--- config.mk ---
export PLATFORM = sky130hd
export DESIGN_NAME = id_ex_stage
export DESIGN_NICKNAME = d
export VERILOG_FILES = /design/src/rtl/id_ex_stage.sv
export SDC_FILE = /design/constraint.sdc
export NUM_CORES = 1
export LEC_CHECK = 0
export CELL_PAD_IN_SITES_DETAIL_PLACEMENT = 1
export CELL_PAD_IN_SITES_GLOBAL_PLACEMENT = 2
export CORE_ASPECT_RATIO = 0.7
export CORE_UTILIZATION = 22
export DETAILED_ROUTE_END_ITERATION = 7
export GPL_TIMING_DRIVEN = 0
export HOLD_SLACK_MARGIN = 0.08
export PLACE_DENSITY_LB_ADDON = 0.1
export SETUP_SLACK_MARGIN = 0.5
export SLEW_MARGIN = 20
export SYNTH_ARGS = -nofsm -noshare
export SYNTH_HDL_FRONTEND = slang
export SYNTH_SLANG_ARGS = --single-unit
--- constraint.sdc ---
create_clock -name Clk -period 6.3 [get_ports Clk]
set_input_delay 0.63 -clock Clk [delete_from_list [all_inputs] [get_ports Clk]]
set_output_delay 0.63 -clock Clk [all_outputs]
set_load 0.03 [all_outputs]
--- src/rtl/id_ex_stage.sv ---
// ID/EX pipeline register with load-use hazard detection and a saturating bubble counter.
// Reset is synchronous active-high; a bubble and the reset state are both all-zero.
module id_ex_stage #(
  parameter int DATA_W = 32,
  parameter int CNT_W  = 16
) (
  input  logic              Clk,
  input  logic              Reset,
  input  logic              stall_in,
  input  logic              flush_in,
  input  logic              id_valid,
  input  logic [DATA_W-1:0] id_pc4,
  input  logic [DATA_W-1:0] id_rs_data,
  input  logic [DATA_W-1:0] id_rt_data,
  input  logic [DATA_W-1:0] id_imm_ext,
  input  logic [4:0]        id_rs,
  input  logic [4:0]        id_rt,
  input  logic [4:0]        id_rd,
  input  logic              id_reg_write,
  input  logic              id_mem_read,
  input  logic              id_mem_write,
  input  logic              id_mem_to_reg,
  input  logic              id_alu_src,
  input  logic              id_reg_dst,
  input  logic [3:0]        id_alu_op,
  output logic              ex_valid,
  output logic [DATA_W-1:0] ex_pc4,
  output logic [DATA_W-1:0] ex_rs_data,
  output logic [DATA_W-1:0] ex_rt_data,
  output logic [DATA_W-1:0] ex_imm_ext,
  output logic [4:0]        ex_rs,
  output logic [4:0]        ex_rt,
  output logic [4:0]        ex_rd,
  output logic              ex_reg_write,
  output logic              ex_mem_read,
  output logic              ex_mem_write,
  output logic              ex_mem_to_reg,
  output logic              ex_alu_src,
  output logic              ex_reg_dst,
  output logic [3:0]        ex_alu_op,
  output logic              hazard_stall,
  output logic [CNT_W-1:0]  bubble_cnt
);

  typedef struct packed {
    logic              valid;
    logic [DATA_W-1:0] pc4;
    logic [DATA_W-1:0] rs_data;
    logic [DATA_W-1:0] rt_data;
    logic [DATA_W-1:0] imm_ext;
    logic [4:0]        rs;
    logic [4:0]        rt;
    logic [4:0]        rd;
    logic              reg_write;
    logic              mem_read;
    logic              mem_write;
    logic              mem_to_reg;
    logic              alu_src;
    logic              reg_dst;
    logic [3:0]        alu_op;
  } ex_t;

  ex_t              ex_q, ex_d, id_bundle;
  logic [CNT_W-1:0] cnt_q, cnt_d;
  logic             bubble;

  assign id_bundle = '{
    valid:      id_valid,
    pc4:        id_pc4,
    rs_data:    id_rs_data,
    rt_data:    id_rt_data,
    imm_ext:    id_imm_ext,
    rs:         id_rs,
    rt:         id_rt,
    rd:         id_rd,
    reg_write:  id_reg_write,
    mem_read:   id_mem_read,
    mem_write:  id_mem_write,
    mem_to_reg: id_mem_to_reg,
    alu_src:    id_alu_src,
    reg_dst:    id_reg_dst,
    alu_op:     id_alu_op
  };

  // Load-use check looks only at the registered EX contents and the decode inputs,
  // so the stall/flush controls can never feed back into it.
  assign hazard_stall = id_valid & ex_q.valid & ex_q.mem_read & (ex_q.rt != 5'd0) &
                        ((ex_q.rt == id_rs) | (ex_q.rt == id_rt));

  // Priority: flush > external stall > hazard bubble > load.
  always_comb begin
    // NOTE: every combinational output gets a default first so no path infers a latch.
    ex_d   = ex_q;
    cnt_d  = cnt_q;
    bubble = 1'b0;
    if (flush_in) begin
      bubble = 1'b1;
    end else if (stall_in) begin
      bubble = 1'b0;
    end else if (hazard_stall) begin
      bubble = 1'b1;
    end else begin
      ex_d = id_bundle;
    end
    if (bubble) begin
      ex_d  = '0;
      cnt_d = (cnt_q == {CNT_W{1'b1}}) ? cnt_q : cnt_q + CNT_W'(1);
    end
  end

  always_ff @(posedge Clk) begin
    // NOTE: state registers use non-blocking assignment so all flops update together.
    if (Reset) begin
      ex_q  <= '0;
      cnt_q <= '0;
    end else begin
      ex_q  <= ex_d;
      cnt_q <= cnt_d;
    end
  end

  assign ex_valid      = ex_q.valid;
  assign ex_pc4        = ex_q.pc4;
  assign ex_rs_data    = ex_q.rs_data;
  assign ex_rt_data    = ex_q.rt_data;
  assign ex_imm_ext    = ex_q.imm_ext;
  assign ex_rs         = ex_q.rs;
  assign ex_rt         = ex_q.rt;
  assign ex_rd         = ex_q.rd;
  assign ex_reg_write  = ex_q.reg_write;
  assign ex_mem_read   = ex_q.mem_read;
  assign ex_mem_write  = ex_q.mem_write;
  assign ex_mem_to_reg = ex_q.mem_to_reg;
  assign ex_alu_src    = ex_q.alu_src;
  assign ex_reg_dst    = ex_q.reg_dst;
  assign ex_alu_op     = ex_q.alu_op;
  assign bubble_cnt    = cnt_q;

endmodule

======== Word level (Yosys, flattened, before mapping) ========
Index checks and enable logic that the tools add are counted.
word-level totals
  flip-flop bits (word level) ............. 170
  output and inout bits ................... 171
  input bits .............................. 158
cells by class
  equal/unequal tests ..................... 3
  reduce and logical (&&, ||, !) cells .... 4
  bitwise gates (word level) .............. 9
  add/subtract/negate cells ............... 1
  muxes and demuxes ....................... 3
operators by type and width
  kind                                           number
  adder 16 x 1 -> 16 bit, second input constant  1
  == test 16 bit, second input constant          1
  == test 5 bit                                  2
  nonzero test 5 bit                             1
  AND 1 bit                                      4
  inverter 1 bit                                 4
  two-way mux 1 bit                              3
  AND reduction 3 bit                            1
  AND reduction 2 bit                            1
  OR reduction 2 bit                             1
  bitwise OR 1 bit                               1

======== Logic depth before layout (Yosys ltp) ========
  word-level depth ........................ 8
  mapped depth ............................ 9
  depth with buffers taken out ............ 6

======== Least setup slack after synthesis ========
No wires, ideal clock.
  kind .................................... input to register
  from .................................... input id_rt[4]
  to ...................................... register cnt_q[10] (netlist: bubble_cnt[10])
  setup time .............................. 121 ps
  stages on the path ...................... 7
  path slack .............................. 3940 ps
  data arrival time ....................... 2239 ps
  path buffers ............................ 1
  cell sequence ........................... xor2_1 nor3_2 a22oi_2 o31a_4 buf_6 nor4b_1 mux2_2
on the way
  longest elaborated chain between the ends .. 7
RTL lines
  what                           line  RTL
  start: declaration             17    input logic [4:0] id_rt,
  == test 5 bit                  88    ((ex_q.rt == id_rs) | (ex_q.rt == id_rt));
  bitwise OR 1 bit               88
  AND 1 bit                      87    assign hazard_stall = id_valid & ex_q.valid & ex_q.mem_read & (ex_q.rt != 5'd0) &
  two-way mux 1 bit              100   end else if (hazard_stall) begin
  two-way mux 1 bit              98    end else if (stall_in) begin
  two-way mux 1 bit              96    if (flush_in) begin
  AND reduction 2 bit (no line)  -
  end signal: assignment         118   cnt_q <= cnt_d;
  end: declaration               64    logic [CNT_W-1:0] cnt_q, cnt_d;
Every way passes these cells.
A chain may end at the register's enable or synchronous reset.

======== Final worst setup path ========
  from .................................... input id_rt[1]
  to ...................................... output hazard_stall
on the way
  longest elaborated chain between the ends .. 3
RTL lines
  what              line  RTL
  == test 5 bit     88
  bitwise OR 1 bit  88
  AND 1 bit         87
  end: declaration  41    output logic hazard_stall,
Every way passes these cells.

==> impl_metrics.json <==
{
  "p_leak_nw": 3.65,
  "yosys_warnings": 0,
  "dp_cells": 1493,
  "io_buffers": 328,
  "syn_area_sq_um": 6300,
  "grt_setup_unrepaired": "false",
  "rrSetupSlack_ps": 3700,
  "grt_pass1_vias": 6575,
  "synth_cell_type_count": 35,
  "synth_edf_count": 0,
  "path_cells": "clkdlybuf4s50_1 -> xor2_1 -> nor2_1 -> a22oi_2 -> nor2_1 -> clkdlybuf4s50_1",
  "syn_inst": 794,
  "grt_max_degree": 17,
  "cts_hold_buf": 0,
  "rows": 51,
  "synth_commonest_cells": "315 x nand2_1, 170 x dfxtp_1, 165 x a21oi_1",
  "reg2reg_depth": 8,
  "path_class": "input pin to primary output",
  "tns_ps": 0,
  "cts_root_buf": "clkbuf_16",
  "ir_drop_uv": 183,
  "skew_ps": 12.6,
  "fin_crit_sh_pct": 49.3,
  "fmax_mhz": 322,
  "vias": 6484,
  "clockBufferDepth": 2,
  "fin_crit_ps": 3110,
  "ys_ff_latch": 170,
  "cts_tree": "done",
  "avgViaCountPerCell": 4.25,
  "cellPowerDensity_nw_per_um2": 233,
  "wl_um": 24800,
  "ys_seq_area_share_pct": 54.0,
  "synthArstFlopShare_pct": 0,
  "drtIter0Drc": 220,
  "synth.most_common_cell": "nand2_1",
  "startpoint_type": "input pin",
  "h-tree-depth": 4,
  "path_clk_slew_ps": 60,
  "numCtsBuffers": 17,
  "whs_path_depth": 2,
  "maxCapViolations": 0,
  "worst-path-max-fanout": 5,
  "clk_latency_ps": 440,
  "setup_viol": 0,
  "hold_class": "flop to flop",
  "hold_start": "ex_mem_to_reg",
  "overflow": 0,
  "slew_headroom_pct": 61.0,
  "critical_path_arrival_ps": 2480,
  "ys.flop_type": "dfxtp_1",
  "drv_slew": 0,
  "whs_endpoint": "ex_mem_to_reg",
  "place_congestion": 0.719,
  "startpoint": "id_rt[1]",
  "worst_setup_path_end_kind": "primary output",
  "finalNonFillerCells": 1525,
  "cts_resized": 0,
  "hpwlAfterDp_um": 18700,
  "io_pins": 329,
  "clock-sinks": 170,
  "synth_area_per_cell_sq_um": 7.93,
  "start_util_pct": 22.5,
  "core_sq_um": 27900,
  "synth_top_area_share_pct": 54.0,
  "fp.dieH_um": 144,
  "final-hold-violation-count": 0,
  "max_slew.worst_pin.slew_ps": 585,
  "drt_pass1_iterations": 4,
  "rr_endpoint": "ex_rs_data[28]",
  "synth_nets": 953,
  "worstPathRequired_ps": 5670,
  "status": "complete, no violations",
  "ant_nets": 0,
  "yosysTopAreaCell": "dfxtp_1",
  "layout-drive-gt1-share_pct": 6.60,
  "die-area_sq_um": 29300,
  "die_x_um": 204,
  "syn_to_final_growth_pct": 68.7,
  "cts_setup_buffers": 0,
  "drc": 0,
  "final_net_count": 1300,
  "antenna_found_initial": 1,
  "slowest_delay_ps": 620,
  "wl_per_cell_um": 16.3,
  "r2r-start": "ex_rt[4]",
  "grt_pass1_wl_um": 37600,
  "crit_slowest_cell": "clkdlybuf4s50_1",
  "grt_usage_pct": 16.9,
  "yosys-top-cells-area": "dfxtp_1 54%, nand2_1 19%, a21oi_1 13%, buf_2 2.5%, xor2_1 1.4%"
}
-- report_power, final --
part | internal, mW | switching (mW) | total [mW]
sequential | 1.10 | 0.0129 | 1.11
combinational | 0.154 | 0.156 | 0.310
clock | 0.611 | 0.443 | 1.05
-- metal layers --
| layer | global-route usage [%] | vias to the layer above | part of all wire, % |
|---|---|---|---|
| li1 | - | 3298 | - |
| met1 | 20.9 | 2984 | 44 |
| met2 | 25.9 | 183 | 45 |
| met3 | 7.98 | 19 | 9.5 |
| met4 | 5.34 | 0 | 1.4 |
| met5 | 0 | - | 0 |
-- cells in the final DEF (no fill, tap or decap), drive strengths merged, types with 6 or more instances in the layout --
master / count
xor2: 10
nand2: 315
buf: 41
dfxtp: 170
clkdlybuf4s50: 328
a21oi: 165
or4: 8
nor3: 6
nand3: 6
nor2: 14
o31ai: 8
clkbuf: 39
-- logic make-up (layout without fill, tap and decap cells) --
kind of cell / count (synthesis) / in the layout / share of synthesized area [%]
fa+ha+maj: 1 / 1 / 0.199
xor+xnor: 10 / 10 / 1.39
flops: 170 / 170 / 54.0
other cells: 0 / 2 / 0
mux: 5 / 5 / 0.894
buf+inv: 61 / 419 / 4.63
simple gates: 365 / 365 / 23.4
compound gates: 182 / 182 / 15.4
-- worst max path at each step --
stage,endpoint,slack (ps),depth (start not counted)
2_1_floorplan,bubble_cnt[10],3940,7
3_3_place_gp,ex_rs_data[19],2590,9
3_5_place_dp,ex_rs_data[28],2510,9
4_1_cts,ex_rs_data[27],2970,9
5_1_grt,hazard_stall,3100,6
6_report,hazard_stall,3190,6
-- worst max-delay path, delay by kind of cell --
kind | cells | cell delay (ps)
buffers and inverters | 2 | 1110
AO/OA/AOI/OAI | 1 | 350
XOR/XNOR | 1 | 220
AND/OR/NAND/NOR | 2 | 170
-- final cells by class --
class | count | area (sq um)
antenna | 2 | 5.00
buffer | 57 | 277
clock buffer | 23 | 478
clock inverter | 7 | 91.3
fill | 3293 | 17300
inverter | 4 | 15.0
multi-input combinational | 563 | 2610
sequential | 170 | 3400
tap | 371 | 464
timing repair buffer | 328 | 3280
-- stage by stage --
| step | setup WS, ps | cell area (sq um) | power (mW) | hold WS (ps) | util (%) |
|---|---|---|---|---|---|
| finish | 3190 | 10600 | 2.47 | 452 | 38.0 |
| global route | 3100 | 10600 | 2.59 | 472 | 38.0 |
| CTS | 2970 | 10600 | 2.52 | 455 | 38.0 |
| detailed placement | 2510 | 10000 | 1.45 | 447 | 35.9 |
| global placement | 2590 | 10000 | 1.45 | 442 | 35.9 |
| floorplan | 3940 | 6300 | 1.26 | 577 | - |
No activity file was read; power rests on OpenSTA's default activity.
